==> src/rtl/frame_sequencer.sv <==
// frame_sequencer: per-frame controller in front of the Gaussian filter pipeline.
// Arms on a software start and gates the DMA input stream to exactly one frame of pixels.
// Watches the pipeline output handshake and raises a level interrupt on done or error.
//
// Ports:
//   axi_clk, axi_reset_n          clock, asynchronous active-low reset
//   i_start, i_abort, i_intr_clr  software control pulses
//   s_in_valid/s_in_data/s_in_ready   DMA input side
//   m_in_valid/m_in_data/m_in_ready   pipeline input side (gated pass-through)
//   i_out_valid/i_out_ready/i_out_last  pipeline output handshake (monitor only)
//   o_busy, o_intr, o_status      frame state; status = {missing_last, early_last, timeout}
//   o_in_count, o_out_count       beats accepted / observed this frame
module frame_sequencer #(
  parameter int unsigned IMG_WIDTH      = 512,
  parameter int unsigned IMG_HEIGHT     = 512,
  parameter int unsigned IN_PIXELS      = IMG_WIDTH * IMG_HEIGHT,
  parameter int unsigned OUT_PIXELS     = IMG_WIDTH * IMG_HEIGHT,
  parameter int unsigned CNT_W          = 20,
  parameter int unsigned TIMEOUT_CYCLES = 65535
) (
  input  logic             axi_clk,
  input  logic             axi_reset_n,
  input  logic             i_start,
  input  logic             i_abort,
  input  logic             i_intr_clr,
  input  logic             s_in_valid,
  input  logic [7:0]       s_in_data,
  output logic             s_in_ready,
  output logic             m_in_valid,
  output logic [7:0]       m_in_data,
  input  logic             m_in_ready,
  input  logic             i_out_valid,
  input  logic             i_out_ready,
  input  logic             i_out_last,
  output logic             o_busy,
  output logic             o_intr,
  output logic [2:0]       o_status,
  output logic [CNT_W-1:0] o_in_count,
  output logic [CNT_W-1:0] o_out_count
);

  localparam int unsigned TmoW = $clog2(TIMEOUT_CYCLES + 1);

  localparam logic [CNT_W-1:0] InPix   = CNT_W'(IN_PIXELS);
  localparam logic [CNT_W-1:0] OutLast = CNT_W'(OUT_PIXELS - 1);
  localparam logic [CNT_W-1:0] CntMax  = '1;
  localparam logic [TmoW-1:0]  TmoLast = TmoW'(TIMEOUT_CYCLES - 1);

  typedef enum logic [2:0] {StIdle, StRun, StDrain, StDone, StError} state_e;

  state_e           state_q, state_d;
  logic [CNT_W-1:0] in_cnt_q, in_cnt_d;
  logic [CNT_W-1:0] out_cnt_q, out_cnt_d;
  logic [TmoW-1:0]  tmo_q, tmo_d;
  logic [2:0]       status_q, status_d;

  logic in_en, in_beat, out_beat, active, tmo_hit;

  // Input gating is purely combinational so the pipeline sees no extra latency.
  assign in_en      = (state_q == StRun) && (in_cnt_q < InPix);
  assign s_in_ready = m_in_ready & in_en;
  assign m_in_valid = s_in_valid & in_en;
  assign m_in_data  = s_in_data;

  assign in_beat  = m_in_valid & m_in_ready;
  assign out_beat = i_out_valid & i_out_ready;
  assign active   = (state_q == StRun) || (state_q == StDrain);
  // Idle cycle that would bring the timeout counter to TIMEOUT_CYCLES.
  assign tmo_hit  = active && !in_beat && !out_beat && (tmo_q == TmoLast);

  always_comb begin
    state_d   = state_q;
    in_cnt_d  = in_cnt_q;
    out_cnt_d = out_cnt_q;
    status_d  = status_q;
    tmo_d     = '0;

    if (active) begin
      if (in_beat && (in_cnt_q != CntMax)) in_cnt_d = in_cnt_q + 1'b1;
      if (out_beat && (out_cnt_q != CntMax)) out_cnt_d = out_cnt_q + 1'b1;
      tmo_d = (in_beat || out_beat) ? '0 : tmo_q + 1'b1;
    end

    unique case (state_q)
      StIdle: begin
        if (i_start) begin
          state_d   = StRun;
          in_cnt_d  = '0;
          out_cnt_d = '0;
          status_d  = '0;
        end
      end
      StRun: begin
        if (out_beat && i_out_last) begin
          state_d     = StError;
          status_d[1] = 1'b1;
        end else if (tmo_hit) begin
          state_d     = StError;
          status_d[0] = 1'b1;
        end else if (in_beat && (in_cnt_d == InPix)) begin
          state_d = StDrain;
        end
      end
      StDrain: begin
        if (out_beat) begin
          // Decisions use the pre-increment count of the beat being observed.
          if (out_cnt_q >= OutLast) begin
            if (i_out_last) begin
              state_d = StDone;
            end else begin
              state_d     = StError;
              status_d[2] = 1'b1;
            end
          end else if (i_out_last) begin
            state_d     = StError;
            status_d[1] = 1'b1;
          end
        end else if (tmo_hit) begin
          state_d     = StError;
          status_d[0] = 1'b1;
        end
      end
      StDone, StError: begin
        if (i_intr_clr) begin
          state_d  = StIdle;
          status_d = '0;
        end
      end
      default: state_d = StIdle;
    endcase

    // Abort beats everything: back to idle, counters and flags left for software to inspect.
    if (i_abort) begin
      state_d   = StIdle;
      in_cnt_d  = in_cnt_q;
      out_cnt_d = out_cnt_q;
      status_d  = status_q;
    end

    if ((state_d != StRun) && (state_d != StDrain)) tmo_d = '0;
  end

  always_ff @(posedge axi_clk or negedge axi_reset_n) begin
    if (!axi_reset_n) begin
      state_q   <= StIdle;
      in_cnt_q  <= '0;
      out_cnt_q <= '0;
      tmo_q     <= '0;
      status_q  <= '0;
    end else begin
      state_q   <= state_d;
      in_cnt_q  <= in_cnt_d;
      out_cnt_q <= out_cnt_d;
      tmo_q     <= tmo_d;
      status_q  <= status_d;
    end
  end

  assign o_busy      = active;
  assign o_intr      = (state_q == StDone) || (state_q == StError);
  assign o_status    = status_q;
  assign o_in_count  = in_cnt_q;
  assign o_out_count = out_cnt_q;

endmodule

==> config.mk <==
export PLATFORM = sky130hd
export DESIGN_NAME = frame_sequencer
export DESIGN_NICKNAME = d
export VERILOG_FILES = /design/src/rtl/frame_sequencer.sv
export SDC_FILE = /design/constraint.sdc
export NUM_CORES = 1
export LEC_CHECK = 0
export BUFFER_PORTS_ARGS = -buffer_cell sky130_fd_sc_hd__buf_4
export CAP_MARGIN = 10
export CELL_PAD_IN_SITES_DETAIL_PLACEMENT = 1
export CELL_PAD_IN_SITES_GLOBAL_PLACEMENT = 1
export CORE_ASPECT_RATIO = 0.6
export CORE_MARGIN = 2
export CORE_UTILIZATION = 45
export DETAILED_ROUTE_END_ITERATION = 8
export MAX_ROUTING_LAYER = met4
export PLACE_DENSITY_LB_ADDON = 0.1
export SYNTH_ARGS = -nofsm -noshare
export SYNTH_HDL_FRONTEND = slang
export SYNTH_SLANG_ARGS = --single-unit
==> constraint.sdc <==
create_clock -name axi_clk -period 4.8 [get_ports axi_clk]
set_input_delay 0.96 -clock axi_clk [delete_from_list [all_inputs] [get_ports axi_clk]]
set_output_delay 0.96 -clock axi_clk [all_outputs]
set_load 0.1 [all_outputs]
==> out/metrics.csv <==
metric,value,unit
r2r_slack,1.64,ns
cts_buffers,9,
syn_inst,439,
num_antenna_cells,0,
antenna_found_initial,0,
syn_avg_cell_area,8.52,sq um
drive_gt1_frac,0.171,
yosysUniqueCellTypes,55,
grt_max_degree,63,
ir_drop,0.157,mV
cts_tree,built,
hp-class,reg -> reg,
ys_seq_area_frac,0.415,
holdPathStages,1,
cp-end-kind,flip-flop,
drv_slew,0,
period_minus_slack,3.16,ns
dp_slack,1.43,ns
finalHoldViolCount,0,
clockBufferDepth,2,
critPathSlowestCell,o311ai_2,
grt_pass1_wl,19500,microns
fin_setup_tns,0,ns
finalCritPeriodShare,0.658,
hold_buffers,0,
vias,3616,
multi_input_area,2020,sq um
yosys-top-cells-area,"dfrtp_1 (41%), nor2_1 (6.9%), xnor2_1 (5.6%), nand2_1 (4.2%), o21ai_0 (3.1%)",
core_area,7980,sq um
gr-total-overflow,0,
wl_per_cell,20.3,microns
r2r_end,tmo_q[10]$_DFF_PN0_,
tightest_slew,1.13,ns
fin_skew,0.00618,ns
holdCritStartpoint,o_status[1]$_DFFE_PN0P_,
critical_path_buf_inv_count,0,
crit_family,compound AO/OA/AOI/OAI gates,
worstPathRequired,4.97,ns
drv_cap,0,
synth_edf_count,0,
power.density,296,nW/um^2
drc,0,
hpwl,8530,microns
synth.net_count,461,
die_h,74.6,microns
setup_viol,0,
hold-worst-slack,0.489,ns
dr.first_iter.drc_count,293,
place_congestion,0.984,
regArea,1550,sq um
io_buffers,56,
path_clk_slew,0.05,ns
rsz0062_at_grt,false,
synth-async-reset-ratio,1.00,
antenna_left,0,
start_util,0.469,
clockRootBuffer,clkbuf_16,
min_to,o_status[1]$_DFFE_PN0P_,
clkSinkCount,62,
htreeDepth,3,
critPathLaunchType,flip-flop,
num_rows,25,
synth_most_common_cell,nor2_1,
ctsResizeCount,0,
crit_path_frequent_cell,nor2_1,
cts_setup_buffers,0,
worst_slack,1.64,ns
fin_nets,509,
clk_latency,0.34,ns
max_freq,0.317,GHz
syn_area,3740,sq um
relSlewSlack,0.244,
drtPass1Iterations,5,
crit_fanout,16,
final_cells,600,
yosysWarnings,0,
routed_via_density,6.03,
worst-r2r-cell-count,6,
yosys-top-cells-count,"nor2_1 (69), dfrtp_1 (62), nand2_1 (42)",
reg2reg_from,state_q[1]$_DFF_PN0_,
grt_pass1_vias,3601,
status,"complete, no violations",
n_fill_cell,966,
path_class,reg -> reg,
slowest_delay,1.01,ns
dp.cells,583,
ys_seq_elements,62,
crit_chain,xnor2_1 -> nor2_1 -> and4_1 -> o22ai_1 -> o311ai_2 -> nor2_1,
arrival,3.32,ns
design.die.area,9080,sq um
routed_wl,12200,microns
grt_usage,0.295,
postLayoutCoreUtil,0.564,
synth.largest_area_cell,dfrtp_1,
syn2layout_area_growth,20.3,%
leakage,1.87,nW
synth_top_area_share,0.415,
ys.flop_type,dfrtp_1,
die_x,122,microns
boundaryPins,73,
## report_power, final
group	internal [W]	switching (W)
clock network	0.000416	0.000245
registers	0.000527	0.00000846
logic	0.0000324	0.000104
## final cells by class
class / instances / area share
Clock buffer: 11 / 0.0539
Tap cell: 108 / 0.0300
Clock inverter: 5 / 0.0131
Timing Repair Buffer: 59 / 0.0993
Multi-Input combinational cell: 343 / 0.449
Inverter: 12 / 0.0100
Sequential cell: 62 / 0.345
## how the worst max path moves through the flow
stage                                    start             endpoint  cells past startpoint
floorplan                           m_in_ready           s_in_ready                      2
global placement                    s_in_valid   tmo_q[8]$_DFF_PN0_                      7
detailed placement                  s_in_valid   tmo_q[8]$_DFF_PN0_                      7
CTS                       state_q[1]$_DFF_PN0_  tmo_q[10]$_DFF_PN0_                      6
global route        o_out_count[1]$_DFFE_PN0N_   tmo_q[4]$_DFF_PN0_                      7
finish                    state_q[1]$_DFF_PN0_  tmo_q[10]$_DFF_PN0_                      6
## worst reg2reg max path, stage by stage (launching register included)
cell and delay [ns]:
dfrtp_1 0.58, xnor2_1 0.16, nor2_1 0.52, and4_1 0.41, o22ai_1 0.16, o311ai_2 1.01
nor2_1 0.16
## cell usage in the layout (no fill, tap or decap), types with 4 or more instances in the layout
| master | synthesis | final |
|---|---|---|
| a21oi_1 | 11 | 11 |
| a31oi_1 | 8 | 8 |
| and2_1 | 4 | 4 |
| and3_1 | 8 | 8 |
| buf_4 | 8 | 58 |
| clkbuf_16 | 0 | 9 |
| dfrtp_1 | 62 | 62 |
| ha_1 | 4 | 4 |
| inv_1 | 12 | 12 |
| nand2_1 | 42 | 42 |
| nand3_1 | 20 | 20 |
| nand4_1 | 14 | 14 |
| nor2_1 | 69 | 69 |
| nor3_1 | 19 | 19 |
| nor3b_1 | 6 | 6 |
| nor4_1 | 16 | 16 |
| o21ai_0 | 23 | 23 |
| o21ai_1 | 6 | 6 |
| o31ai_1 | 5 | 5 |
| or2_2 | 4 | 4 |
| or4_1 | 5 | 5 |
| xnor2_1 | 24 | 24 |
| xor2_1 | 12 | 12 |
## per-layer routing
layer | wire, microns | GRT usage
met5 | 0 | -
met1 | 6000 | 0.416
met2 | 5240 | 0.423
met3 | 808 | 0.0848
met4 | 112 | 0.0690
## per-stage QoR
step | power [W] | cell area (sq um)
final | 0.00133 | 4500
after global routing | 0.00137 | 4500
after CTS | 0.00134 | 4490
after detailed placement | 0.000679 | 4190
after global placement | 0.000678 | 4190
after floorplan | 0.000663 | 3740
## logic make-up (layout without fill, tap and decap cells)
logic type / Yosys count / count (layout) / synth area share
multiplexers: 2 / 2 / 0.00569
adder cells (fa/ha/maj): 4 / 4 / 0.0134
AO/OA/AOI/OAI: 79 / 79 / 0.140
XOR/XNOR: 36 / 36 / 0.0843
flip-flops: 62 / 62 / 0.415
AND/OR/NAND/NOR: 222 / 222 / 0.297
buffers and inverters: 34 / 87 / 0.0455
## registers in the layout, summed over array words and instances, names as in the netlist
register / flops
o_out_count: 20
o_in_count: 20
tmo_q: 16
state_q: 3
o_status: 3
Note: power is estimated with default switching activity, not from simulation.
